$ cat config.mk
export PLATFORM = sky130hd
export DESIGN_NAME = mem_port_arbiter
export DESIGN_NICKNAME = d
export VERILOG_FILES = /design/src/rtl/mem_port_arbiter.sv
export SDC_FILE = /design/constraint.sdc
export NUM_CORES = 1
export LEC_CHECK = 0
export BUFFER_PORTS_ARGS = -buffer_cell sky130_fd_sc_hd__buf_2
export CORE_AREA = 4 4 282 284
export CTS_BUF_LIST = sky130_fd_sc_hd__clkbuf_16
export DETAILED_ROUTE_END_ITERATION = 10
export DIE_AREA = 0 0 286 288
export GPL_TIMING_DRIVEN = 0
export PLACE_DENSITY_LB_ADDON = 0.12
export SETUP_SLACK_MARGIN = 0.1
export SLEW_MARGIN = 20
export SYNTH_ARGS = -nofsm -noshare
export SYNTH_HDL_FRONTEND = slang
export SYNTH_SLANG_ARGS = --single-unit
$ cat constraint.sdc
create_clock -name clk -period 3.22 [get_ports clk]
set_input_delay 0 -clock clk [delete_from_list [all_inputs] [get_ports clk]]
set_output_delay 0 -clock clk [all_outputs]
set_load 0.02 [all_outputs]
$ cat src/rtl/mem_port_arbiter.sv
// Merges several cache line-transfer ports onto one shared slow-memory port.
// One transaction in flight; round-robin or fixed-priority selection.
module mem_port_arbiter #(
    parameter int unsigned NUM_CH   = 2,
    parameter int unsigned AW       = 28,
    parameter int unsigned DW       = 128,
    parameter int unsigned ARB_MODE = 0,
    localparam int unsigned GW      = (NUM_CH > 1) ? $clog2(NUM_CH) : 1
) (
    input  logic                 clk,
    input  logic                 rst_n,
    input  logic [NUM_CH-1:0]    ch_read,
    input  logic [NUM_CH-1:0]    ch_write,
    input  logic [NUM_CH*AW-1:0] ch_addr,
    input  logic [NUM_CH*DW-1:0] ch_wdata,
    output logic [DW-1:0]        ch_rdata,
    output logic [NUM_CH-1:0]    ch_ready,
    output logic                 mem_read,
    output logic                 mem_write,
    output logic [AW-1:0]        mem_addr,
    output logic [DW-1:0]        mem_wdata,
    input  logic [DW-1:0]        mem_rdata,
    input  logic                 mem_ready,
    output logic [GW-1:0]        grant_id,
    output logic                 busy
);

    typedef enum logic [1:0] {StIdle, StBusy, StRelease} state_e;

    state_e            state_q, state_d;
    logic [GW-1:0]     grant_q, grant_d;
    logic [GW-1:0]     rr_ptr_q, rr_ptr_d;
    logic              mem_read_q, mem_read_d;
    logic              mem_write_q, mem_write_d;
    logic [AW-1:0]     mem_addr_q, mem_addr_d;
    logic [DW-1:0]     mem_wdata_q, mem_wdata_d;
    logic [DW-1:0]     ch_rdata_q, ch_rdata_d;
    logic [NUM_CH-1:0] ch_ready_q, ch_ready_d;

    logic [NUM_CH-1:0] req;
    logic              any_req;
    logic [GW-1:0]     winner;
    logic [AW-1:0]     addr_arr  [NUM_CH];
    logic [DW-1:0]     wdata_arr [NUM_CH];

    for (genvar g = 0; g < NUM_CH; g++) begin : g_unpack
        assign addr_arr[g]  = ch_addr[g*AW +: AW];
        assign wdata_arr[g] = ch_wdata[g*DW +: DW];
    end

    assign req     = ch_read | ch_write;
    assign any_req = |req;

    // Lowest-index requester wins; in round-robin mode the lowest requester at or
    // above the pointer overrides it, which gives the wrapping search order.
    always_comb begin
        winner = '0;
        for (int i = int'(NUM_CH) - 1; i >= 0; i--) begin
            if (req[i]) winner = GW'(i);
        end
        if (ARB_MODE == 0) begin
            for (int i = int'(NUM_CH) - 1; i >= 0; i--) begin
                if (req[i] && (GW'(i) >= rr_ptr_q)) winner = GW'(i);
            end
        end
    end

    always_comb begin
        state_d     = state_q;
        grant_d     = grant_q;
        rr_ptr_d    = rr_ptr_q;
        mem_read_d  = mem_read_q;
        mem_write_d = mem_write_q;
        mem_addr_d  = mem_addr_q;
        mem_wdata_d = mem_wdata_q;
        ch_rdata_d  = ch_rdata_q;
        ch_ready_d  = '0;
        unique case (state_q)
            StIdle: begin
                if (any_req) begin
                    grant_d = winner;
                    if (ARB_MODE == 0) begin
                        rr_ptr_d = (winner == GW'(NUM_CH - 1)) ? '0 : winner + 1'b1;
                    end
                    // A simultaneous read and write is treated as a write.
                    mem_write_d = ch_write[winner];
                    mem_read_d  = ch_read[winner] & ~ch_write[winner];
                    mem_addr_d  = addr_arr[winner];
                    mem_wdata_d = wdata_arr[winner];
                    state_d     = StBusy;
                end
            end
            StBusy: begin
                if (mem_ready) begin
                    ch_rdata_d  = mem_rdata;
                    ch_ready_d  = NUM_CH'(1) << grant_q;
                    mem_read_d  = 1'b0;
                    mem_write_d = 1'b0;
                    state_d     = StRelease;
                end
            end
            StRelease: begin
                state_d = StIdle;
            end
            default: begin
                state_d = StIdle;
            end
        endcase
    end

    always_ff @(posedge clk or negedge rst_n) begin
        if (!rst_n) begin
            state_q     <= StIdle;
            grant_q     <= '0;
            rr_ptr_q    <= '0;
            mem_read_q  <= 1'b0;
            mem_write_q <= 1'b0;
            mem_addr_q  <= '0;
            mem_wdata_q <= '0;
            ch_rdata_q  <= '0;
            ch_ready_q  <= '0;
        end else begin
            state_q     <= state_d;
            grant_q     <= grant_d;
            rr_ptr_q    <= rr_ptr_d;
            mem_read_q  <= mem_read_d;
            mem_write_q <= mem_write_d;
            mem_addr_q  <= mem_addr_d;
            mem_wdata_q <= mem_wdata_d;
            ch_rdata_q  <= ch_rdata_d;
            ch_ready_q  <= ch_ready_d;
        end
    end

    assign mem_read  = mem_read_q;
    assign mem_write = mem_write_q;
    assign mem_addr  = mem_addr_q;
    assign mem_wdata = mem_wdata_q;
    assign ch_rdata  = ch_rdata_q;
    assign ch_ready  = ch_ready_q;
    assign grant_id  = grant_q;
    assign busy      = (state_q != StIdle);

endmodule

== Word-level counts from Yosys, hierarchy flattened ==
Cells that the tools add are included.
Cells by class
  add/subtract/negate cells: 1
  order comparisons: 4
  eq/ne operators: 3
  shift operators: 1
  mux-type cells: 25
  bitwise operators: 4
  reduce and logical (&&, ||, !) cells: 10
Operators by type and width (count)
  $mux 128: 3
  $mux 28: 3
  $mux 1: 12
  $mux 2: 4
  $reduce_and 2->1: 3
  $ne 2x2->1 const B: 2
  $pmux 1 s2: 2
  $pmux 2 s2: 1
  $reduce_bool 2->1: 2
  $reduce_and 3->1: 1
  $eq 2x1->1 const B: 1
  $ge 1x1->1 const A: 2
  $ge 2x2->1 const B: 1
  $logic_and 1x1->1: 2
  $logic_not 2->1: 1
  $lt 1x2->1 const B: 1
  $not 1->2: 1
  $or 2x2->2: 1
  $reduce_or 2->1: 1
  $shl 1x1->2 const A: 1
  $add 1x1->1 const B: 1
  $and 1x1->1: 1
  $not 1->1: 1
Word-level totals
  flip-flop bits (word level): 292
  input bits: 447
  output and inout bits: 290
  word-level logic and storage cells: 57

== Depth between registers and ports, before layout ==
  depth in word-level cells: 11
  gate-level depth with buffers: 6
  depth with buffers taken out: 3

== Least setup slack after synthesis ==
No wires, ideal clock.
  kind: reg-to-reg
  start point: register state_q[0]
  end point: register mem_wdata_q[10], in the netlist mem_wdata[10]
  setup time: 0.127 ns
  arrival: 1.446 ns
  data required time: 3.093 ns
  slack: 1.647 ns
  cell stages (with the launch flop): 6
  path buffers: 2
  clock period less this slack: 1.573 ns
  path through: dfrtp_1 > nor2_2 > buf_2 > clkbuf_1 > a21boi_2 > a221o_2
On the way
  longest elaborated chain between the ends: 2
Ends and longest elaborated chain
  start, declared: line 30  | state_e state_q, state_d;
  start signal, assigned: line 113  | state_q <= StIdle;
  start signal, assigned: line 123  | state_q <= state_d;
  $logic_not 2->1: line 78  | unique case (state_q)
  $reduce_and 2->1 (no source line)
  end signal, assigned: line 129  | mem_wdata_q <= mem_wdata_d;
  end, declared: line 36  | logic [DW-1:0] mem_wdata_q, mem_wdata_d;
Every way passes these cells.
A chain may end at the register's enable or synchronous reset.

== Worst setup path in the final report ==
  start point: register state_q[0]
  end point: register mem_wdata_q[116], in the netlist mem_wdata[116]
The elaborated chain is that of the path after synthesis.

==> results.json <==
{
  "status": "completed",
  "grtUsageTotal_pct": 15.37,
  "overflow": 0,
  "cp_slowest_stage_delay_ns": 0.64,
  "critPathLaunchType": "flip-flop",
  "ys_async_sr_fraction_pct": 100.0,
  "placed_cells": 2619,
  "top_level_ports": 737,
  "cts_resized": 0,
  "core.rowCount": 102,
  "clock_tree_from_tritoncts": "yes",
  "slew_violations": 0,
  "avgSynthCellArea_um2": 14.81,
  "ir_worst_vdd_v": 0.0005006,
  "critical_path_required_ns": 3.69,
  "ctsLongestPathBuffers": 3,
  "setup-violations-final": 0,
  "route.detailed.wl_per_inst_um": 21.11,
  "grt_setup_unrepaired": "false",
  "regArea_um2": 7307,
  "timing.hold.worst.class": "input pin to async pin",
  "layout_min_cycle_time_ns": 2.713,
  "finalNonFillerCells": 3139,
  "layout_worst_path_cycle_share_pct": 84.27,
  "synth_sequential_area_ratio_pct": 58.75,
  "synth_nets": 1287,
  "root_buffer": "sky130_fd_sc_hd__clkbuf_16",
  "post_route_cells_drive_above_1_share_pct": 52.41,
  "postSynth.topFlopCell": "sky130_fd_sc_hd__dfrtp_1",
  "grt_start_max_net_pins": 87,
  "multi_input_comb_area_um2": 4657,
  "grt_antenna_before_repair": 10,
  "dieWidth_um": 286,
  "grt_first_pass_wirelength_um": 95990,
  "hold_viol_final": 0,
  "syn2layout_area_growth_pct": 86.46,
  "synth-warning-count": 0,
  "post_route_clock_skew_ns": 0.01353,
  "die_area_um2": 82370,
  "effective_utilization_at_floorplan_pct": 16.14,
  "die_y_um": 288,
  "highest_achievable_clock_rate_ghz": 0.3685,
  "io_buffers": 736,
  "timing.critical_path.slowest_stage_cell": "sky130_fd_sc_hd__clkbuf_1",
  "fin_nets": 2511,
  "worst-path-max-fanout": 10,
  "synthCells": 840,
  "finish.utilization_pct": 30.09,
  "count_of_fill_cells_added_during_filler_insertion": 8128,
  "crit_chain": "nor2_2, and3b_1, clkbuf_1, a221o_1, dlygate4sd3_1",
  "clk_pin_slew_worst_paths_ns": 0.06,
  "firstDrtPassIters": 5,
  "mappedNetlistArea_um2": 12440,
  "static-leakage-power_nw": 10.92,
  "timing.setup.critical_path_class": "flip-flop to flip-flop",
  "gpl.final_weighted_congestion": 0.8220,
  "max_slew.worst_pin.slew_ns": 0.8107,
  "critical_path.endpoint_type": "flip-flop",
  "first_global_vias": 14430,
  "timing.critical_path.arrival_ns": 3.18,
  "synthDistinctLibCells": 27,
  "relative_slew_slack_pct": 45.96,
  "synth_edf_count": 0,
  "totalWireLength_um": 66270,
  "cts_inserted_buffers": 39,
  "post_drt_via_cell_ratio": 4.010,
  "fp.coreArea_um2": 77080,
  "drv.max_cap_violation_count": 0,
  "vias": 12590,
  "drt-initial-drc-count": 513,
  "clk_latency_ns": 0.54,
  "cell_area_power_density_nw_per_um2": 927.1,
  "number_of_nets_with_antenna_violations_after_routing": 0,
  "h_tree_lvl_count": 2,
  "number_of_register_bits_inferred_by_synthesis": 292,
  "hpwl_um": 50490,
  "cts_num_sinks": 292,
  "drc_errors": 0
}
## power by group
group          leakage (nW)  total [W]  switching (W)  internal [W]
Sequential             3.53    0.00642       0.000898       0.00552
Combinational          6.76     0.0108        0.00630       0.00453
Clock                 0.637    0.00425        0.00177       0.00248
## worst paths after layout
check | startpoint | end | slack, ns | depth (start not counted)
max | state_q[0] | mem_wdata[116] | 0.51 | 5
min in group clk | mem_rdata[56] | ch_rdata[56] | 0.21 | 3
min reg2reg | ch_rdata[122] | ch_rdata[122] | 0.50 | 1
max in group asynchronous | rst_n | ch_rdata[88] | 1.85 | 4
min | rst_n | mem_wdata[65] | 0.007 | 2
max reg2reg | state_q[0] | mem_wdata[116] | 0.51 | 5
## per-layer routing
metal / GRT usage, % / vias up / routed length, um
met3: 4.616 / 106 / 4995
li1: - / 5738 / -
met4: 4.930 / 6 / 2002
met5: 0 / - / 34
met1: 17.45 / 6271 / 25370
met2: 27.63 / 466 / 33870
## layout make-up
| cell class | count | area share, % |
|---|---|---|
| Timing Repair Buffer | 1183 | 35.44 |
| Sequential cell | 292 | 31.51 |
| Multi-Input combinational cell | 461 | 20.08 |
| Tap cell | 1040 | 5.611 |
| Clock buffer | 40 | 4.316 |
| Buffer | 84 | 1.996 |
| Clock inverter | 30 | 0.9333 |
| Antenna cell | 6 | 0.06474 |
| Inverter | 3 | 0.04855 |
## critical path, delay by kind of cell (launching register included)
kind / cells / cell delay [ns]
buf+inv: 2 / 1.19
simple gates: 2 / 0.77
compound gates: 1 / 0.27
flops: 1 / 0.40
## flip-flops by register name, summed over array words and instances, names as in the netlist
name and flops:
state_q 2, mem_write 1, mem_read 1, grant_id 1, mem_wdata 128, ch_ready 2, mem_addr 28, rr_ptr_q 1
ch_rdata 128
## cell families (layout without fill, tap and decap cells)
| family | count (synthesis) | count (layout) | share of synthesized area [%] |
|---|---|---|---|
| AO/OA/AOI/OAI | 319 | 319 | 25.14 |
| flip-flops | 292 | 292 | 58.75 |
| multiplexers | 130 | 130 | 11.76 |
| buffers and inverters | 87 | 1340 | 3.812 |
| AND/OR/NAND/NOR | 12 | 12 | 0.5434 |
| other | 0 | 6 | 0 |
## metrics by stage
step / instance area (um2) / total power (W) / hold slack (ns) / setup WS, ns / TNS (ns)
floorplan: 12440 / 0.01265 / -0.2956 / 1.647 / 0
global placement: 17420 / 0.01686 / 0.2158 / -4.303 / -1233.58
detailed placement: 17520 / 0.01687 / 0.01390 / 0.4555 / 0
CTS: 23180 / 0.02188 / 0.01320 / 0.2604 / 0
global route: 23190 / 0.02279 / 0.04899 / 0.1802 / 0
finish: 23190 / 0.02150 / 0.006888 / 0.5066 / 0
## Yosys cell counts (3+ instances only)
| cell type | n | area, um2 |
|---|---|---|
| sky130_fd_sc_hd__a221o_2 | 58 | 653.1 |
| sky130_fd_sc_hd__buf_1 | 4 | 15.01 |
| sky130_fd_sc_hd__clkbuf_1 | 32 | 120.1 |
| sky130_fd_sc_hd__buf_6 | 14 | 157.7 |
| sky130_fd_sc_hd__mux2_2 | 129 | 1453 |
| sky130_fd_sc_hd__a221o_1 | 98 | 980.9 |
| sky130_fd_sc_hd__a21boi_1 | 49 | 367.9 |
| sky130_fd_sc_hd__inv_1 | 3 | 11.26 |
| sky130_fd_sc_hd__dfrtp_1 | 292 | 7307 |
| sky130_fd_sc_hd__nor2_1 | 3 | 11.26 |
| sky130_fd_sc_hd__a21boi_0 | 36 | 270.3 |
| sky130_fd_sc_hd__buf_2 | 34 | 170.2 |
| sky130_fd_sc_hd__a21boi_2 | 72 | 810.8 |
## layout by cell type, fill, tap and decap left out, types with 2 or more instances in the layout
cell / Yosys / routed
sky130_fd_sc_hd__clkbuf_16: 0 / 40
sky130_fd_sc_hd__clkbuf_1: 32 / 32
sky130_fd_sc_hd__clkinv_1: 0 / 9
sky130_fd_sc_hd__a21boi_2: 72 / 72
sky130_fd_sc_hd__dfrtp_1: 292 / 292
sky130_fd_sc_hd__nand2_1: 2 / 2
sky130_fd_sc_hd__a221o_1: 98 / 98
sky130_fd_sc_hd__buf_16: 0 / 3
sky130_fd_sc_hd__mux2_2: 129 / 129
sky130_fd_sc_hd__buf_1: 4 / 4
sky130_fd_sc_hd__buf_2: 34 / 769
sky130_fd_sc_hd__buf_6: 14 / 14
sky130_fd_sc_hd__bufinv_16: 0 / 3
sky130_fd_sc_hd__nor2_1: 3 / 3
sky130_fd_sc_hd__dlygate4sd3_1: 0 / 444
sky130_fd_sc_hd__o21ai_0: 2 / 2
sky130_fd_sc_hd__a221o_2: 58 / 58
sky130_fd_sc_hd__inv_1: 3 / 15
sky130_fd_sc_hd__a21boi_0: 36 / 36
sky130_fd_sc_hd__diode_2: 0 / 6
sky130_fd_sc_hd__a21boi_1: 49 / 49
sky130_fd_sc_hd__clkinv_2: 0 / 3
## what timing repair did
| item | in CTS | in global routing |
|---|---|---|
| buffers inserted | 0 | 0 |
| hold endpoints to repair | 495 | 0 |
| hold buffers | 444 | 0 |
Power figures use the tool's default switching activity.
